==> src/rtl/program_loader.sv <==
// program_loader
// Host-side writer for the fetch-stage instruction-memory load port. Accepts
// a stream of instruction words over a valid/ready handshake. It writes each
// word into instruction memory through a registered write port. It holds the
// processor in reset until the whole program is written, then releases it
// after a fixed hold interval.
//
// Ports:
//   clk             in  : single clock, rising edge
//   reset           in  : asynchronous, active-high
//   load_start      in  : begin a new load session (pulse)
//   load_valid      in  : host word valid
//   load_data       in  : instruction word
//   load_last       in  : marks the final word of the program
//   load_ready      out : loader accepts a word this cycle
//   write_enable_fm out : instruction-memory write strobe
//   write_addr_fm   out : instruction-memory write address
//   write_data_fm   out : instruction-memory write data
//   rst_fm          out : fetch-module reset pulse (one cycle, in CLEAR)
//   cpu_reset       out : processor reset hold
//   done            out : program loaded, processor running
//   error           out : program exceeded MEM_DEPTH words
//   word_count      out : words accepted this session
module program_loader #(
  parameter int DATA_W      = 16,
  parameter int ADDR_W      = 32,
  parameter int MEM_DEPTH   = 1024,
  parameter int START_ADDR  = 0,
  parameter int HOLD_CYCLES = 4
) (
  input  logic                       clk,
  input  logic                       reset,
  input  logic                       load_start,
  input  logic                       load_valid,
  input  logic [DATA_W-1:0]          load_data,
  input  logic                       load_last,
  output logic                       load_ready,
  output logic                       write_enable_fm,
  output logic [ADDR_W-1:0]          write_addr_fm,
  output logic [DATA_W-1:0]          write_data_fm,
  output logic                       rst_fm,
  output logic                       cpu_reset,
  output logic                       done,
  output logic                       error,
  output logic [$clog2(MEM_DEPTH):0] word_count
);

  localparam int WC_W   = $clog2(MEM_DEPTH) + 1;
  localparam int HOLD_W = $clog2(HOLD_CYCLES + 1);

  typedef enum logic [2:0] {
    IDLE    = 3'd0,
    CLEAR   = 3'd1,
    LOAD    = 3'd2,
    RELEASE = 3'd3,
    RUN     = 3'd4,
    ERROR   = 3'd5
  } state_e;

  state_e              state_q, state_d;
  logic [ADDR_W-1:0]   addr_q, addr_d;
  logic [WC_W-1:0]     count_q, count_d;
  logic [HOLD_W-1:0]   hold_q, hold_d;
  logic                ready_q, ready_d;
  logic                we_q, we_d;
  logic [ADDR_W-1:0]   waddr_q, waddr_d;
  logic [DATA_W-1:0]   wdata_q, wdata_d;
  logic                rst_fm_q, rst_fm_d;
  logic                cpu_reset_q, cpu_reset_d;
  logic                done_q, done_d;
  logic                error_q, error_d;
  logic                accept_s;

  // The registered ready is what the host sees, so a beat is taken exactly
  // when the host sees ready high together with its own valid.
  assign accept_s = load_valid & ready_q;

  // Next-state, counter and write-port logic; all outputs are registered and
  // derived from the next state so they change on the same edge as the FSM.
  always_comb begin
    state_d  = state_q;
    addr_d   = addr_q;
    count_d  = count_q;
    hold_d   = hold_q;
    we_d     = 1'b0;
    waddr_d  = waddr_q;
    wdata_d  = wdata_q;

    case (state_q)
      IDLE, RUN, ERROR: begin
        if (load_start) begin
          state_d = CLEAR;
          // Counters are cleared on entry so word_count already reads 0 in CLEAR.
          addr_d  = ADDR_W'(START_ADDR);
          count_d = '0;
        end else begin
          state_d = state_q;
        end
      end
      CLEAR: begin
        state_d = LOAD;
      end
      LOAD: begin
        if (accept_s) begin
          we_d    = 1'b1;
          waddr_d = addr_q;
          wdata_d = load_data;
          addr_d  = addr_q + ADDR_W'(1);
          if (count_q != WC_W'(MEM_DEPTH)) begin
            count_d = count_q + WC_W'(1);
          end else begin
            count_d = count_q;
          end
          // A last word that exactly fills memory is a legal full program;
          // filling memory without last means the program cannot fit.
          if (load_last) begin
            state_d = RELEASE;
            hold_d  = HOLD_W'(HOLD_CYCLES);
          end else if (count_q == WC_W'(MEM_DEPTH - 1)) begin
            state_d = ERROR;
          end else begin
            state_d = LOAD;
          end
        end else begin
          state_d = LOAD;
        end
      end
      RELEASE: begin
        if (hold_q == '0) begin
          state_d = RUN;
        end else begin
          hold_d = hold_q - HOLD_W'(1);
        end
      end
      default: begin
        state_d = IDLE;
      end
    endcase

    ready_d     = (state_d == LOAD);
    rst_fm_d    = (state_d == CLEAR);
    cpu_reset_d = (state_d != RUN);
    done_d      = (state_d == RUN);
    error_d     = (state_d == ERROR);
  end

  // State, counters and registered outputs; reset holds the processor in reset.
  always_ff @(posedge clk or posedge reset) begin
    if (reset) begin
      state_q     <= IDLE;
      addr_q      <= '0;
      count_q     <= '0;
      hold_q      <= '0;
      ready_q     <= 1'b0;
      we_q        <= 1'b0;
      waddr_q     <= '0;
      wdata_q     <= '0;
      rst_fm_q    <= 1'b0;
      cpu_reset_q <= 1'b1;
      done_q      <= 1'b0;
      error_q     <= 1'b0;
    end else begin
      state_q     <= state_d;
      addr_q      <= addr_d;
      count_q     <= count_d;
      hold_q      <= hold_d;
      ready_q     <= ready_d;
      we_q        <= we_d;
      waddr_q     <= waddr_d;
      wdata_q     <= wdata_d;
      rst_fm_q    <= rst_fm_d;
      cpu_reset_q <= cpu_reset_d;
      done_q      <= done_d;
      error_q     <= error_d;
    end
  end

  assign load_ready      = ready_q;
  assign write_enable_fm = we_q;
  assign write_addr_fm   = waddr_q;
  assign write_data_fm   = wdata_q;
  assign rst_fm          = rst_fm_q;
  assign cpu_reset       = cpu_reset_q;
  assign done            = done_q;
  assign error           = error_q;
  assign word_count      = count_q;

endmodule

==> config.mk <==
export PLATFORM = sky130hd
export DESIGN_NAME = program_loader
export DESIGN_NICKNAME = d
export VERILOG_FILES = /design/src/rtl/program_loader.sv
export SDC_FILE = /design/constraint.sdc
export NUM_CORES = 1
export LEC_CHECK = 0
export BUFFER_PORTS_ARGS = -buffer_cell sky130_fd_sc_hd__buf_2
export CORE_ASPECT_RATIO = 0.8
export CORE_MARGIN = 1.5
export CORE_UTILIZATION = 59
export DETAILED_ROUTE_END_ITERATION = 6
export GPL_TIMING_DRIVEN = 0
export PLACE_DENSITY = 0.86
export REMOVE_ABC_BUFFERS = 1
export SYNTH_ARGS = -nofsm -noshare
export SYNTH_HDL_FRONTEND = slang
export SYNTH_SLANG_ARGS = --single-unit
==> constraint.sdc <==
create_clock -name clk -period 8.4 [get_ports clk]
set_input_delay 0.42 -clock clk [delete_from_list [all_inputs] [get_ports clk]]
set_output_delay 0.42 -clock clk [all_outputs]
set_load 0.01 [all_outputs]
==> metrics.md <==
| Metric | Value |
|---|---|
| Post-layout nets | `~590` |
| Setup crit start | `state_q[1]$_DFF_PP0_` |
| GRT Util Overall | `around 26%` |
| Reg2reg start | `state_q[1]$_DFF_PP0_` |
| Internal | `between 0.8 and 0.9 mW` |
| Mux contribution to synthesized area | `less than 1%` |
| Least-Margin Pin Slew | `roughly 1.1 ns` |
| Final Hold Violating Endpoints | `0` |
| Largest net degree at the start of global routing | `55` |
| Total net switching power | `~0.43 mW` |
| Worst reg2reg path depth | `7` |
| # DRC | `0` |
| Worst-Skew Late Latency | `0.38 ns` |
| VDD IR max | `~0.00012 V` |
| Leakage | `2.87 nW` |
| Power Dens Cells | `235 nW/um^2` |
| Fin crit share | `40.9%` |
| Detailed Routing Iterations Pass 1 | `5` |
| Post-Place Cell Area | `slightly above 5000 um^2` |
| Final core occ | `slightly above 70%` |
| First-pass GRT wire length | `between 15000 and 20000 um` |
| Final setup TNS | `0 ns` |
| Clock power share | `around a quarter` |
| Vias in the first global route | `approximately 3500` |
| Initial antenna violation count | `0` |
| Simple-gate area share of the yosys netlist | `slightly below 30%` |
| H-Tree Depth | `3` |
| Count of state elements after synthesis | `103` |
| Final instance area | `5350 um^2` |
| Compound-Gate Fraction of Synth Area | `under 10%` |
| Crit Reg-Reg Endpoint | `cpu_reset$_DFF_PP1_` |
| Sw Share | `34.6%` |
| RSZ-0062 raised after global routing | `false` |
| Critical path arrival | `~3.7 ns` |
| Worst path max stage delay | `0.64 ns` |
| Setup-violating endpoint count in the final report | `0` |
| Commonest non-fill, non-tap cell in the layout | `nand2_1` |
| Layout cells sized above 1 | `between 20% and 30%` |
| 1st-iter DRT viols | `roughly 250` |
| Gpl congestion | `about 0.85` |
| Routed WL per cell | `between 10 and 15 um` |
| Min Tclk post-route | `3.43 ns` |
| Clk_skew | `0.00893 ns` |
| Io pins | `86` |
| Critical Path, Cell by Cell | `nor3b_2 > nand3_2 > buf_16 > inv_2 > nand2_1 > o2111ai_1 > nand2b_1` |
| Remaining Overflow, GRT | `0` |
| Full die area | `roughly 8300 um^2` |
| Synth cell types | `39` |
| Hold_ws | `0.145 ns` |
| Yosys Warn Count | `0` |
| Layout area overhead | `17.2%` |
| Slowest cell on the critical path | `inv_2` |
| Post-synthesis sequential area ratio | `about 56%` |
| Relative slew slack | `between 20% and 30%` |
| Combinational share of power | `about a quarter` |
| Syn avg cell area | `about 9.4 um^2` |
| Clk Tree Root Cell | `clkbuf_8` |
| Post-CTS setup buffer count | `0` |
| Post-Route WL | `9640 um` |
| Post_cts resized | `0` |
| Fraction of the mapped netlist area in adder cells | `~1.4%` |
| Synth Instances | `~500` |
| Commonest cells after routing, fill and taps aside | `nand2_1, dfrtp_1, buf_2, nor2_1, xor2_1` |
| IO Port Bufs | `85` |
| R2R Setup Slk | `approximately 5.0 ns` |
| CP Max Fanout | `52` |
| Rows | `28` |
| # diodes | `0` |
| XOR/XNOR Fraction of Synth Area | `roughly 5.8%` |
| Largest family of logic cells by synthesized area | `simple AND/OR/NAND/NOR gates` |
| Core ar. | `roughly 7500 um^2` |
| Peak Freq | `approximately 290 MHz` |
| Die width | `approximately 100 um` |
| Starting Density | `around three fifths` |
| Clock slew at reported path FFs | `roughly 0.11 ns` |
| Crit path kind | `reg -> reg` |
| CP Capture Type | `flop` |
| Hold Crit Class | `in -> async` |
| Synthesized area | `roughly 4600 um^2` |
| Routed vias | `around 3700` |
| Status | `finished, final reports clean` |
| Via density | `~5.4` |
| Sequential Power Share | `48.5%` |
| Clock Path Buffers | `2` |
| TritonCTS clock tree | `done` |
| Max-cap violations | `0` |
| CTS Hold Bufs | `0` |
| Final Max Slew Viols | `0` |
| CTS Buf Count | `9` |
| Die Ht | `between 80 and 90 um` |
| Num Clock Sinks | `roughly 100` |
| Crit path required time | `approximately 8.7 ns` |
| HPWL after detailed placement | `6410 um` |
| Critical Path Start Type | `flop` |
| Antenna viol nets, final | `0` |
[metal layers]
layer,vias to the layer above,wire length (um),GRT usage [%]
li1,1775,-,-
met3,12,451,6.47
met1,1755,4450,34.8
met5,-,0,0
met2,109,4610,41.7
met4,0,124,6.67
[layout make-up]
cell class | instances | area (um^2)
inverter | 8 | 32.5
multi-input combinational | 357 | 1890
timing repair buffer | 89 | 507
sequential | 103 | 2580
tap | 105 | 131
clock inverter | 7 | 85.1
fill | 573 | 2110
clock buffer | 9 | 124
[power groups by stage]
stage | sequential (mW) | clock (mW) | combinational [mW]
floorplan | 0.636 | 0 | 0.167
global placement | 0.613 | 0 | 0.286
detailed placement | 0.618 | 0 | 0.319
CTS | 0.608 | 0.330 | 0.321
global route | 0.617 | 0.352 | 0.355
finish | 0.609 | 0.327 | 0.320
[worst max path at each step]
stage                                 end  slack (ns)  cells past startpoint
floorplan           addr_q[4]$_DFFE_PP0P_        5.16                      6
global placement          error$_DFF_PP0_        3.82                      6
detailed placement    cpu_reset$_DFF_PP1_        5.01                      7
CTS                   cpu_reset$_DFF_PP1_        4.98                      7
global route          cpu_reset$_DFF_PP1_        4.69                      7
finish                cpu_reset$_DFF_PP1_        4.97                      7
[critical path: cells and delay by family, from the launching register on]
| kind | cells | cell delay, ns |
|---|---|---|
| buffers and inverters | 2 | 1.01 |
| DFF | 1 | 0.58 |
| AOI/OAI and AO/OA | 1 | 0.29 |
| and+or+nand+nor | 4 | 1.46 |
[registers in the layout, indices dropped and copies added (netlist names)]
name / count
hold_q: 3
word_count: 11
write_enable_fm: 1
error: 1
done: 1
cpu_reset: 1
write_addr_fm: 32
rst_fm: 1
write_data_fm: 16
addr_q: 32
state_q: 3
load_ready: 1
[through the flow]
step | cells | total power, mW | setup slack [ns]
2_1_floorplan | 468 | 0.802 | 5.16
3_3_place_gp | 658 | 0.898 | 3.82
3_5_place_dp | 662 | 0.937 | 5.01
4_1_cts | 678 | 1.26 | 4.98
5_1_grt | 678 | 1.32 | 4.69
6_report | 678 | 1.26 | 4.97
[Yosys cell counts]
master | instances | area, um^2
a21oi_1 | 8 | 40.0
a221o_1 | 1 | 10.0
a31oi_1 | 1 | 6.26
and2_1 | 4 | 25.0
and3_1 | 10 | 62.6
and3b_1 | 1 | 8.76
and4_1 | 4 | 35.0
buf_2 | 2 | 10.0
buf_4 | 1 | 7.51
clkbuf_1 | 15 | 56.3
dfrtp_1 | 102 | 2550
dfstp_2 | 1 | 26.3
ha_1 | 5 | 62.6
inv_1 | 7 | 26.3
inv_2 | 1 | 3.75
mux2i_1 | 2 | 20.0
nand2_1 | 165 | 619
nand2b_1 | 2 | 12.5
nand3_1 | 21 | 105
nand4_1 | 21 | 131
nand4_4 | 1 | 21.3
nor2_1 | 36 | 135
nor2b_1 | 5 | 31.3
nor3_1 | 4 | 20.0
nor3b_1 | 1 | 7.51
nor3b_2 | 1 | 12.5
nor4_1 | 1 | 6.26
nor4_2 | 1 | 12.5
nor4_4 | 1 | 21.3
nor4b_1 | 2 | 17.5
nor4bb_1 | 1 | 10.0
o2111ai_1 | 1 | 8.76
o21ai_0 | 17 | 85.1
o32ai_4 | 1 | 27.5
o41ai_1 | 1 | 8.76
or3_1 | 7 | 43.8
or3b_4 | 1 | 11.3
xnor2_1 | 4 | 35.0
xor2_1 | 26 | 228
[logic make-up after synthesis]
| family | after synthesis |
|---|---|
| AND/OR/NAND/NOR | 290 |
| flip-flops | 103 |
| AO/OA/AOI/OAI | 30 |
| XOR/XNOR | 30 |
| buffers and inverters | 26 |
| adder cells (fa/ha/maj) | 5 |
| multiplexers | 2 |
No activity file was read; power rests on OpenSTA's default activity.
